<file path="config.mk">
export PLATFORM = sky130hd
export DESIGN_NAME = mips32_pipe_ctrl_flat
export DESIGN_NICKNAME = d
export VERILOG_FILES = /design/src/rtl/mips32_pipe_ctrl_if.sv /design/src/rtl/mips32_pipe_ctrl.sv /design/src/flat_wrapper.sv
export SDC_FILE = /design/constraint.sdc
export NUM_CORES = 1
export LEC_CHECK = 0
export ABC_CLOCK_PERIOD_IN_PS = 2650
export BUFFER_PORTS_ARGS = -buffer_cell sky130_fd_sc_hd__buf_2
export CAP_MARGIN = 0
export CORE_ASPECT_RATIO = 0.6
export CORE_MARGIN = 3
export CORE_UTILIZATION = 40
export DETAILED_ROUTE_END_ITERATION = 10
export PLACE_DENSITY = 0.81
export REMOVE_ABC_BUFFERS = 1
export SLEW_MARGIN = 20
export SYNTH_ARGS = -nofsm -noshare
export SYNTH_HDL_FRONTEND = slang
export SYNTH_SLANG_ARGS = --single-unit
</file>
<file path="constraint.sdc">
create_clock -name clk -period 2.65 [get_ports clk]
set_input_delay 0.1325 -clock clk [delete_from_list [all_inputs] [get_ports clk]]
set_output_delay 0.1325 -clock clk [all_outputs]
set_load 0.02 [all_outputs]
</file>
<file path="src/rtl/mips32_pipe_ctrl_if.sv">
// mips32_pipe_ctrl_if: load bus, imem write port, stage instruction taps and pipeline controls.
interface mips32_pipe_ctrl_if #(parameter int AW = 10, parameter int CNTW = 16);
   logic            i_mode_run;
   logic            i_ld_valid;
   logic            o_ld_ready;
   logic [AW-1:0]   i_ld_addr;
   logic [31:0]     i_ld_data;
   logic            o_imem_we;
   logic [AW-1:0]   o_imem_waddr;
   logic [31:0]     o_imem_wdata;
   logic [31:0]     i_id_ir;
   logic [31:0]     i_ex_ir;
   logic [31:0]     i_mem_ir;
   logic [31:0]     i_wb_ir;
   logic            i_br_taken;
   logic            o_pc_rst;
   logic            o_pc_en;
   logic            o_ifid_en;
   logic            o_ifid_flush;
   logic            o_idex_bubble;
   logic [2:0]      o_state;
   logic [CNTW-1:0] o_stall_cnt;
   logic [CNTW-1:0] o_retire_cnt;
   modport master (
      output i_mode_run, i_ld_valid, i_ld_addr, i_ld_data, i_id_ir, i_ex_ir, i_mem_ir, i_wb_ir, i_br_taken,
      input  o_ld_ready, o_imem_we, o_imem_waddr, o_imem_wdata, o_pc_rst, o_pc_en, o_ifid_en,
             o_ifid_flush, o_idex_bubble, o_state, o_stall_cnt, o_retire_cnt
   );
   modport slave (
      input  i_mode_run, i_ld_valid, i_ld_addr, i_ld_data, i_id_ir, i_ex_ir, i_mem_ir, i_wb_ir, i_br_taken,
      output o_ld_ready, o_imem_we, o_imem_waddr, o_imem_wdata, o_pc_rst, o_pc_en, o_ifid_en,
             o_ifid_flush, o_idex_bubble, o_state, o_stall_cnt, o_retire_cnt
   );
endinterface

</file>
<file path="src/rtl/mips32_pipe_ctrl.sv">
// mips32_pipe_ctrl: run-mode FSM, RAW-hazard stall, branch flush and imem loader for the 5-stage mips32 core.
// No forwarding: ID waits until every in-flight writer, including the register-file write cycle, has passed.
module mips32_pipe_ctrl #(parameter int AW = 10, parameter int CNTW = 16) (
   input  logic             clk,
   input  logic             rst,
   mips32_pipe_ctrl_if.slave bus
);
   typedef enum logic [2:0] {IDLE = 3'd0, LOAD = 3'd1, RUN = 3'd2, DRAIN = 3'd3, HALTED = 3'd4} state_t;
   localparam logic [31:0] NOP      = 32'hF800_0000;
   localparam logic [5:0]  OP_HLT   = 6'b111111;
   localparam logic [5:0]  OP_LD    = 6'b110000;
   localparam logic [5:0]  OP_ST    = 6'b110001;
   localparam logic [5:0]  OP_BEQZ  = 6'b110010;
   localparam logic [5:0]  OP_BNEQZ = 6'b110011;
   state_t          r_state, w_next;
   logic            r_pc_rst, w_pc_rst;
   logic            r_imem_we;
   logic [AW-1:0]   r_waddr;
   logic [31:0]     r_wdata;
   logic            r_wb_vld;
   logic [4:0]      r_wb_rd;
   logic [CNTW-1:0] r_stall_cnt, r_retire_cnt;
   logic [5:0]      w_op;
   logic [4:0]      w_src1, w_src2;
   logic            w_need1, w_need2, w_hz, w_run, w_br, w_xfer, w_empty;
   logic            w_stall_inc, w_retire_inc, w_unused;
   // hi = IR[31:21]: opcode and rd, enough to tell whether the instruction writes reg r
   function automatic logic hit(input logic [10:0] hi, input logic [4:0] r);
      return (!hi[10] || hi[10:5] == OP_LD) && hi[4:0] == r;
   endfunction
   function automatic logic busy(input logic [31:0] ex, input logic [31:0] mem, input logic [31:0] wb,
                                 input logic wv, input logic [4:0] wr, input logic [4:0] r);
      return hit(ex[31:21], r) || hit(mem[31:21], r) || hit(wb[31:21], r) || (wv && wr == r);
   endfunction
   assign w_op    = bus.i_id_ir[31:26];
   assign w_src1  = bus.i_id_ir[20:16];
   assign w_src2  = w_op == OP_ST ? bus.i_id_ir[25:21] : bus.i_id_ir[15:11];
   assign w_need1 = !w_op[5] || w_op == OP_LD || w_op == OP_ST || w_op == OP_BEQZ || w_op == OP_BNEQZ;
   assign w_need2 = w_op[5:4] == 2'b00 || w_op == OP_ST;
   assign w_hz    = (w_need1 && busy(bus.i_ex_ir, bus.i_mem_ir, bus.i_wb_ir, r_wb_vld, r_wb_rd, w_src1)) ||
                    (w_need2 && busy(bus.i_ex_ir, bus.i_mem_ir, bus.i_wb_ir, r_wb_vld, r_wb_rd, w_src2));
   // the pc_rst cycle sees stale stage registers, so it neither fetches, stalls nor decodes HLT
   assign w_run   = r_state == RUN && !r_pc_rst;
   assign w_br    = w_run && bus.i_br_taken;
   assign w_xfer  = bus.i_ld_valid && bus.o_ld_ready;
   assign w_empty = bus.i_ex_ir == NOP && bus.i_mem_ir == NOP && bus.i_wb_ir == NOP;
   assign w_stall_inc  = w_run && w_hz && !bus.i_br_taken && !(&r_stall_cnt);
   assign w_retire_inc = (w_run || r_state == DRAIN) && bus.i_wb_ir != NOP && !(&r_retire_cnt);
   assign w_unused     = ^bus.i_id_ir[10:0];
   always_comb begin
      w_next   = r_state;
      w_pc_rst = 1'b0;
      case (r_state)
         IDLE, LOAD: begin
            w_next   = bus.i_mode_run ? RUN : w_xfer ? LOAD : r_state;
            w_pc_rst = bus.i_mode_run;
         end
         RUN: begin
            w_next   = !bus.i_mode_run ? IDLE : (w_run && w_op == OP_HLT && !bus.i_br_taken) ? DRAIN : RUN;
            w_pc_rst = !bus.i_mode_run;
         end
         DRAIN: begin
            w_next   = !bus.i_mode_run ? IDLE : w_empty ? HALTED : DRAIN;
            w_pc_rst = !bus.i_mode_run;
         end
         HALTED: w_next = bus.i_mode_run ? HALTED : IDLE;
         default: w_next = IDLE;
      endcase
   end
   always_ff @(posedge clk or posedge rst) begin
      if (rst) begin
         r_state      <= IDLE;
         r_pc_rst     <= 1'b0;
         r_imem_we    <= 1'b0;
         r_waddr      <= '0;
         r_wdata      <= '0;
         r_wb_vld     <= 1'b0;
         r_wb_rd      <= '0;
         r_stall_cnt  <= '0;
         r_retire_cnt <= '0;
      end else begin
         r_state      <= w_next;
         r_pc_rst     <= w_pc_rst;
         r_imem_we    <= w_xfer;
         r_waddr      <= w_xfer ? bus.i_ld_addr : r_waddr;
         r_wdata      <= w_xfer ? bus.i_ld_data : r_wdata;
         r_wb_vld     <= !r_pc_rst && hit(bus.i_wb_ir[31:21], bus.i_wb_ir[25:21]);
         r_wb_rd      <= bus.i_wb_ir[25:21];
         r_stall_cnt  <= r_pc_rst ? '0 : r_stall_cnt + CNTW'(w_stall_inc);
         r_retire_cnt <= r_pc_rst ? '0 : r_retire_cnt + CNTW'(w_retire_inc);
      end
   end
   assign bus.o_ld_ready    = r_state == IDLE || r_state == LOAD;
   assign bus.o_imem_we     = r_imem_we;
   assign bus.o_imem_waddr  = r_waddr;
   assign bus.o_imem_wdata  = r_wdata;
   assign bus.o_pc_rst      = r_pc_rst;
   assign bus.o_pc_en       = w_run && (bus.i_br_taken || !w_hz);
   assign bus.o_ifid_en     = w_run && (bus.i_br_taken || !w_hz);
   assign bus.o_ifid_flush  = w_br;
   assign bus.o_idex_bubble = r_state == DRAIN || (w_run && (bus.i_br_taken || w_hz));
   assign bus.o_state       = r_state;
   assign bus.o_stall_cnt   = r_stall_cnt;
   assign bus.o_retire_cnt  = r_retire_cnt;
endmodule

</file>
<file path="src/flat_wrapper.sv">
// flat-port wrapper written by rule: the top's interface ports become plain ports
module mips32_pipe_ctrl_flat 
#(parameter int AW = 10, parameter int CNTW = 16)
  (clk, rst, bus_i_mode_run, bus_i_ld_valid, bus_i_ld_addr, bus_i_ld_data, bus_i_id_ir, bus_i_ex_ir, bus_i_mem_ir, bus_i_wb_ir, bus_i_br_taken, bus_o_ld_ready, bus_o_imem_we, bus_o_imem_waddr, bus_o_imem_wdata, bus_o_pc_rst, bus_o_pc_en, bus_o_ifid_en, bus_o_ifid_flush, bus_o_idex_bubble, bus_o_state, bus_o_stall_cnt, bus_o_retire_cnt);
  mips32_pipe_ctrl_if #(.AW(AW), .CNTW(CNTW)) bus_i ();
  input  logic clk;
  input  logic rst;
  input wire logic [$bits(bus_i.i_mode_run)-1:0] bus_i_mode_run;
  input wire logic [$bits(bus_i.i_ld_valid)-1:0] bus_i_ld_valid;
  input wire logic [$bits(bus_i.i_ld_addr)-1:0] bus_i_ld_addr;
  input wire logic [$bits(bus_i.i_ld_data)-1:0] bus_i_ld_data;
  input wire logic [$bits(bus_i.i_id_ir)-1:0] bus_i_id_ir;
  input wire logic [$bits(bus_i.i_ex_ir)-1:0] bus_i_ex_ir;
  input wire logic [$bits(bus_i.i_mem_ir)-1:0] bus_i_mem_ir;
  input wire logic [$bits(bus_i.i_wb_ir)-1:0] bus_i_wb_ir;
  input wire logic [$bits(bus_i.i_br_taken)-1:0] bus_i_br_taken;
  output wire logic [$bits(bus_i.o_ld_ready)-1:0] bus_o_ld_ready;
  output wire logic [$bits(bus_i.o_imem_we)-1:0] bus_o_imem_we;
  output wire logic [$bits(bus_i.o_imem_waddr)-1:0] bus_o_imem_waddr;
  output wire logic [$bits(bus_i.o_imem_wdata)-1:0] bus_o_imem_wdata;
  output wire logic [$bits(bus_i.o_pc_rst)-1:0] bus_o_pc_rst;
  output wire logic [$bits(bus_i.o_pc_en)-1:0] bus_o_pc_en;
  output wire logic [$bits(bus_i.o_ifid_en)-1:0] bus_o_ifid_en;
  output wire logic [$bits(bus_i.o_ifid_flush)-1:0] bus_o_ifid_flush;
  output wire logic [$bits(bus_i.o_idex_bubble)-1:0] bus_o_idex_bubble;
  output wire logic [$bits(bus_i.o_state)-1:0] bus_o_state;
  output wire logic [$bits(bus_i.o_stall_cnt)-1:0] bus_o_stall_cnt;
  output wire logic [$bits(bus_i.o_retire_cnt)-1:0] bus_o_retire_cnt;
  assign bus_i.i_mode_run = bus_i_mode_run;
  assign bus_i.i_ld_valid = bus_i_ld_valid;
  assign bus_i.i_ld_addr = bus_i_ld_addr;
  assign bus_i.i_ld_data = bus_i_ld_data;
  assign bus_i.i_id_ir = bus_i_id_ir;
  assign bus_i.i_ex_ir = bus_i_ex_ir;
  assign bus_i.i_mem_ir = bus_i_mem_ir;
  assign bus_i.i_wb_ir = bus_i_wb_ir;
  assign bus_i.i_br_taken = bus_i_br_taken;
  assign bus_o_ld_ready = bus_i.o_ld_ready;
  assign bus_o_imem_we = bus_i.o_imem_we;
  assign bus_o_imem_waddr = bus_i.o_imem_waddr;
  assign bus_o_imem_wdata = bus_i.o_imem_wdata;
  assign bus_o_pc_rst = bus_i.o_pc_rst;
  assign bus_o_pc_en = bus_i.o_pc_en;
  assign bus_o_ifid_en = bus_i.o_ifid_en;
  assign bus_o_ifid_flush = bus_i.o_ifid_flush;
  assign bus_o_idex_bubble = bus_i.o_idex_bubble;
  assign bus_o_state = bus_i.o_state;
  assign bus_o_stall_cnt = bus_i.o_stall_cnt;
  assign bus_o_retire_cnt = bus_i.o_retire_cnt;
  mips32_pipe_ctrl #(.AW(AW), .CNTW(CNTW)) u_core (.clk(clk), .rst(rst), .bus(bus_i));
endmodule
</file>
==> results of run 1 <==
power groups by stage:
stage | combinational [mW] | sequential (mW) | clock [mW]
after floorplan | 0.241 | 1.63 | 0
after global placement | 0.782 | 1.48 | 0
after detailed placement | 0.801 | 1.49 | 0
after CTS | 0.816 | 1.47 | 1.21
after global routing | 0.882 | 1.48 | 1.27
final | 0.824 | 1.47 | 1.20
per-layer routing:
metal  part of all wire [%]  track usage, %  vias up  wire, um
met5                      0               0        -         0
met4                    1.4           6.115        0       238
met3                    8.9           7.497       26      1487
met2                     49           42.01      243      8131
met1                     41           31.34     2360      6899
li1                       -               -     2285         -
final cells by class:
| type | count | area, um2 |
|---|---|---|
| clock buffers | 10 | 229.0 |
| flip-flops and latches | 85 | 2127 |
| well taps | 155 | 193.9 |
| fillers | 909 | 4030 |
| multi-input cells | 338 | 2466 |
| clock inverters | 6 | 52.55 |
| inverters | 14 | 53.80 |
| repair buffers | 313 | 1769 |
placed cells by master (no fill, tap or decap), types with 8 or more instances in the layout:
cell / n
xnor2_1: 13
nor4_1: 14
nand4_1: 17
o21ai_0: 13
xor2_1: 34
buf_4: 61
buf_2: 246
nand3_1: 14
nor2_1: 38
nor2b_1: 8
clkbuf_16: 9
or3_1: 8
nand2_1: 21
a21oi_1: 19
nor3_1: 11
inv_1: 13
mux2_2: 42
dfrtp_1: 85
through the flow:
| stage | setup TNS, ps | instance area, um2 | utilization, % | hold WS, ps | cells |
|---|---|---|---|---|---|
| floorplan | -4578 | 4572 | - | 163.9 | 437 |
| global placement | -7584 | 6457 | 59.12 | 262.8 | 896 |
| detailed placement | -9020 | 6457 | 59.12 | 269.6 | 896 |
| CTS | -909.0 | 6832 | 62.55 | 1.271 | 920 |
| global route | -4185 | 6892 | 63.10 | 11.15 | 921 |
| finish | -1396 | 6892 | 63.10 | 15.51 | 921 |
registers in the layout, summed over array words and instances, names as in the netlist:
name,flops
u_core.bus.o_imem_wdata,32
u_core.bus.o_retire_cnt,16
u_core.bus.o_stall_cnt,16
u_core.bus.o_imem_waddr,10
u_core.r_wb_rd,5
u_core.bus.o_state,3
u_core.bus.o_imem_we,1
u_core.bus.o_pc_rst,1
u_core.r_wb_vld,1
logic make-up (layout without fill, tap and decap cells):
kind of cell               Yosys count  count (layout)  share of synthesized area (%)
buffers and inverters               29             343                          2.615
AOI/OAI and AO/OA                   67              67                          9.680
and+or+nand+nor                    177             177                          21.49
DFF                                 85              85                          45.83
adders and majority gates            4               4                          1.079
muxes                               43              43                          10.43
xor gates and xnor gates            47              47                          8.870
worst max-delay path, cell delays in order:
cell	delay (ps)
buf_2	120
or3b_4	450
o22ai_1	170
a221oi_1	110
a2111o_1	360
or4_4	500
nand4_1	140
nor4b_4	230
ha_2	240
nand2_1	70
nor3_2	160
buf_4	150
nand2_2	50
xor2_1	140
nor2_1	60
cell usage after synthesis (2+ instances only):
master	number	area share, %
nand2_1	22	1.8
and3_1	6	0.81
xor2_1	34	6.4
o41ai_1	3	0.57
and2_1	4	0.54
a31oi_1	2	0.27
clkbuf_1	12	0.97
nor2b_1	8	1.1
nand3_1	15	1.6
a2111oi_0	3	0.57
or3_1	8	1.1
xnor2_1	13	2.5
a2111o_1	2	0.49
o22ai_1	3	0.40
mux2_2	43	10
o21a_1	2	0.32
nand2b_1	5	0.67
or4_1	4	0.65
a221oi_1	2	0.38
inv_1	14	1.1
nor4b_1	5	0.94
nand4_1	17	2.3
nor2_1	40	3.2
ha_1	4	1.1
a222oi_1	4	0.86
a21oi_1	19	2.0
dfrtp_1	85	46
or4b_2	2	0.43
nor4_1	15	2.0
nor3b_1	2	0.32
nor3_1	12	1.3
o2111ai_1	2	0.38
o21ai_0	17	1.8
worst paths after layout:
kind / start / to / slack [ps] / cells after the start
min: bus_i_ld_data[2] / u_core.bus.o_imem_wdata[2] / 20 / 2
max: bus_i_id_ir[28] / u_core.bus.o_stall_cnt[10] / -240 / 15
min reg2reg: u_core.bus.o_imem_wdata[24] / u_core.bus.o_imem_wdata[24] / 500 / 1
max reg2reg: u_core.r_wb_rd[1] / u_core.bus.o_stall_cnt[10] / -230 / 14
min in group asynchronous: rst / u_core.bus.o_imem_we / 470 / 3
max in group asynchronous: rst / u_core.r_wb_rd[2] / 1510 / 4
repair_timing:
item,in CTS,in global routing
pin swaps,13,1
endpoints found under the setup margin,16,27
hold endpoints to repair,43,1
hold buffers,3,1
buffers inserted,5,0
resized for setup,12,11
==> flow_summary.toml, run 1 <==
[outcome]
outcome = "finished, violations left"
violations = "negative setup slack"

[floorplanning]
pin_count = 259
die_h_um = 89.43
dieArea_um2 = 12970
die_w_um = 145.1
start_util_pct = 42.49
core_area_um2 = 10920
rows = 29

[clock_network]
cts.sinks = 85
clock_latency_ps = 340
cts_tree = "done"
htree_levels = 3
cts_buffers = 9
clk_pin_slew_ps = 70
cts_root_buffer = "clkbuf_16"
clk_path_buf_depth = 2

[global_routing]
first_global_vias = 5031
gr-total-overflow = 0
grt_max_degree = 45
grt_pass1_wl_um = 25230
track_usage_pct = 24.61
antenna_found_initial = 0

[power]
p_leak_nw = 3.343
power_mw = 3.492
peakVddDrop_v = 0.0003878
p_sw_mw = 1.063
swShare_pct = 30.45
powerDensity_nw_per_um2 = 506.7
p_comb_share_pct = 23.6
p_clk_share_pct = 34.3
seqPwrFrac_pct = 42.1
intPower_mw = 2.428

[synth]
synth_top_flop_cell = "dfrtp_1"
synth_edf_count = 0
ys.warnings.count = 0
syn_inst = 452
synthArstFlopShare_pct = 100.0
synth.yosys.seq_area_share_pct = 45.83
syn-mean-instance-area_um2 = 10.27
synthDistinctLibCells = 56
synth-seq-cells = 85
syn_area_um2 = 4641

[timing]
setup_viol = 14
fin_crit_ps = 2889
slew_violations = 0
tightest_slew_ps = 730.3
finalHoldViolations = 0
finalCritPeriodShare_pct = 109.0
fmax_mhz = 346.2
rsz0062_at_grt = "true"
relSlewSlack_pct = 51.26
finClkSkew_ps = 9.268
layout_setup_ws_ps = -238.7

[placement]
pre_cts_slack_ps = -700.9
port_buffers = 247
gp_congestion = 0.9989
hpwlAfterDp_um = 13450

[layout]
diodes = 0
final_layout_size_suffix_gt1_share_pct = 50.91
syn2layout_area_growth_pct = 48.50
final_nets = 940

[routing]
wl_um = 16760
remaining_drc_errors = 0
drt_iter0_drc = 320
wl_per_cell_um = 18.19
firstDrtPassIters = 5
ant_nets = 0
vias = 4914
vias_per_cell = 5.336

[setup_path]
end_kind = "flip-flop"
critPathLaunchType = "input port"
cp.arrival_ps = 3100
crit_type = "input port to flip-flop"
critical_path.max_fanout = 7
crit_required_ps = 2860

[job]
maxCapViolCount = 0

[worst_hold_path]
hold_class = "input port to flip-flop"
No activity file was read; power rests on OpenSTA's default activity.
==> run 2, diff against run 1 <==
--- a/config.mk
+++ b/config.mk
@@ -6,13 +6,13 @@
 export NUM_CORES = 1
 export LEC_CHECK = 0
 export ABC_CLOCK_PERIOD_IN_PS = 2650
-export BUFFER_PORTS_ARGS = -buffer_cell sky130_fd_sc_hd__buf_2
 export CAP_MARGIN = 0
 export CORE_ASPECT_RATIO = 0.6
 export CORE_MARGIN = 3
 export CORE_UTILIZATION = 40
 export DETAILED_ROUTE_END_ITERATION = 10
-export PLACE_DENSITY = 0.81
+export DONT_BUFFER_PORTS = 1
+export PLACE_DENSITY = 0.61
 export REMOVE_ABC_BUFFERS = 1
 export SLEW_MARGIN = 20
 export SYNTH_ARGS = -nofsm -noshare
==> run 2 against run 1 <==
The flow still finishes with violations (negative setup slack); sequential cell count stayed put; wire length is 6.9% lower; critical path depth is 1 lower; clock-buffer cell count is 1 lower; critical path type is now flip-flop to flip-flop; critical endpoint unchanged.
==> flow_summary.toml, run 2 (synthesis results as in run 1) <==
[outcome]
outcome = "finished, violations left"
violations = "negative setup slack"

[timing]
relSlewSlack_pct = 40.59
finClkSkew_ps = 11.45
tightest_slew_ps = 890.1
fmax_mhz = 343.8
slew_violations = 0
rsz0062_at_grt = "true"
finalHoldViolations = 0
setup_viol = 16
fin_crit_ps = 2908
finalCritPeriodShare_pct = 109.7
layout_setup_ws_ps = -258.3

[floorplanning]
start_util_pct = 42.49
rows = 29
die_h_um = 89.43
die_w_um = 145.1
dieArea_um2 = 12970
core_area_um2 = 10920
pin_count = 259

[power]
p_leak_nw = 2.553
peakVddDrop_v = 0.0003931
power_mw = 3.431
powerDensity_nw_per_um2 = 551.6

[routing]
wl_um = 15600
drt_iter0_drc = 329
vias_per_cell = 5.800
wl_per_cell_um = 21.82
remaining_drc_errors = 0
vias = 4147
firstDrtPassIters = 6
ant_nets = 0

[global_routing]
gr-total-overflow = 0
antenna_found_initial = 1
track_usage_pct = 22.88
first_global_vias = 4183
grt_max_degree = 52
grt_pass1_wl_um = 23040

[setup_path]
path_common_cell = "nand2_2"
crit_chain = "nand2b_4 -> o2111ai_4 -> o32ai_2 -> a21oi_2 -> or4_4 -> nand4_1 -> nor4b_4 -> ha_2 -> nand2_2 -> nor3_2 -> buf_4 -> nand2_2 -> xor2_1 -> nor2_1"
cpLargestDelayFamily = "simple AND/OR/NAND/NOR gates"
critical_path.max_fanout = 4
slowest_stage = "or4_4"
slowest_delay_ps = 520
crit_required_ps = 2850
critPathBufInv = 1
crit_type = "flip-flop to flip-flop"
end_kind = "flip-flop"
cp.arrival_ps = 3110
critPathLaunchType = "flip-flop"

[layout]
diodes = 0
layout_common_cells = "83 x dfrtp_1, 51 x buf_4, 49 x dlygate4sd3_1"
final_layout_size_suffix_gt1_share_pct = 27.68
final_nets = 734
final_common_cell = "dfrtp_1"
final_core_util_pct = 56.96
syn2layout_area_growth_pct = 34.05
largest_reg_flops = 32

[placement]
hpwlAfterDp_um = 11740
gp_congestion = 1.035
port_buffers = 0

[clock_network]
cts.sinks = 85
clock_latency_ps = 340
cts_tree = "done"
htree_levels = 3
clk_pin_slew_ps = 60
cts_buffers = 9
clk_path_buf_depth = 2
cts_root_buffer = "clkbuf_16"

[worst_hold_path]
hold_class = "input port to flip-flop"

[job]
maxCapViolCount = 0
## run 2: through the flow
step	setup slack, ps	instance area (um2)	TNS [ps]	instances	hold WS, ps
floorplan	-495.2	4572	-4578	437	163.9
global placement	-468.7	5191	-5784	645	165.0
detailed placement	-563.8	5191	-7078	645	164.8
CTS	-191.5	6128	-1740	714	89.20
global route	-466.3	6221	-5351	715	109.9
finish	-258.3	6221	-2564	715	92.81
## run 2: where the power goes
group          leakage [nW]  switching (mW)  internal (mW)
clock                 0.163           0.530          0.840
sequential             1.07           0.217           1.41
combinational          1.32           0.200          0.239
total                  2.55           0.946           2.49
## run 2: repair_timing
action | in CTS | in global routing
hold endpoints to repair | 101 | 0
setup endpoints to repair | 16 | 27
hold buffers | 49 | 0
resized for setup | 22 | 18
buffers inserted | 4 | 3
pin swaps | 8 | 12
## run 2: final cells by class
| cell class | instances | area [um2] |
|---|---|---|
| Clock buffer | 9 | 225.2 |
| Tap cell | 155 | 193.9 |
| Clock inverter | 7 | 102.6 |
| Sequential cell | 85 | 2130 |
| Timing Repair Buffer | 107 | 969.7 |
| Multi-Input combinational cell | 338 | 2546 |
| Fill cell | 959 | 4701 |
| Inverter | 14 | 53.80 |
## run 2: path summary, 6_finish.rpt
kind	end	slack, ps	start	cells past startpoint
max	u_core.bus.o_stall_cnt[10]	-260	u_core.r_wb_rd[1]	14
min	u_core.bus.o_state[0]	90	bus_i_ld_valid	4
max reg2reg	u_core.bus.o_stall_cnt[10]	-260	u_core.r_wb_rd[1]	14
min reg2reg	u_core.bus.o_pc_rst	650	u_core.bus.o_state[2]	2
max in group asynchronous	u_core.bus.o_imem_wdata[6]	1550	rst	3
min in group asynchronous	u_core.bus.o_imem_wdata[21]	430	rst	2
## run 2: worst register-to-register path, cell delays in order (launching register included)
cell       delay, ps
dfrtp_2          430
nand2b_4         160
o2111ai_4        130
o32ai_2          300
a21oi_2           70
or4_4            520
nand4_1          120
nor4b_4          230
ha_2             260
nand2_2           50
nor3_2           150
buf_4            150
nand2_2           50
xor2_1           130
nor2_1            60
## run 2: per-layer routing
metal	wire length (um)	track usage [%]
met5	0	0
met4	182	5.771
met3	1824	10.84
met2	7116	34.82
met1	6475	29.88
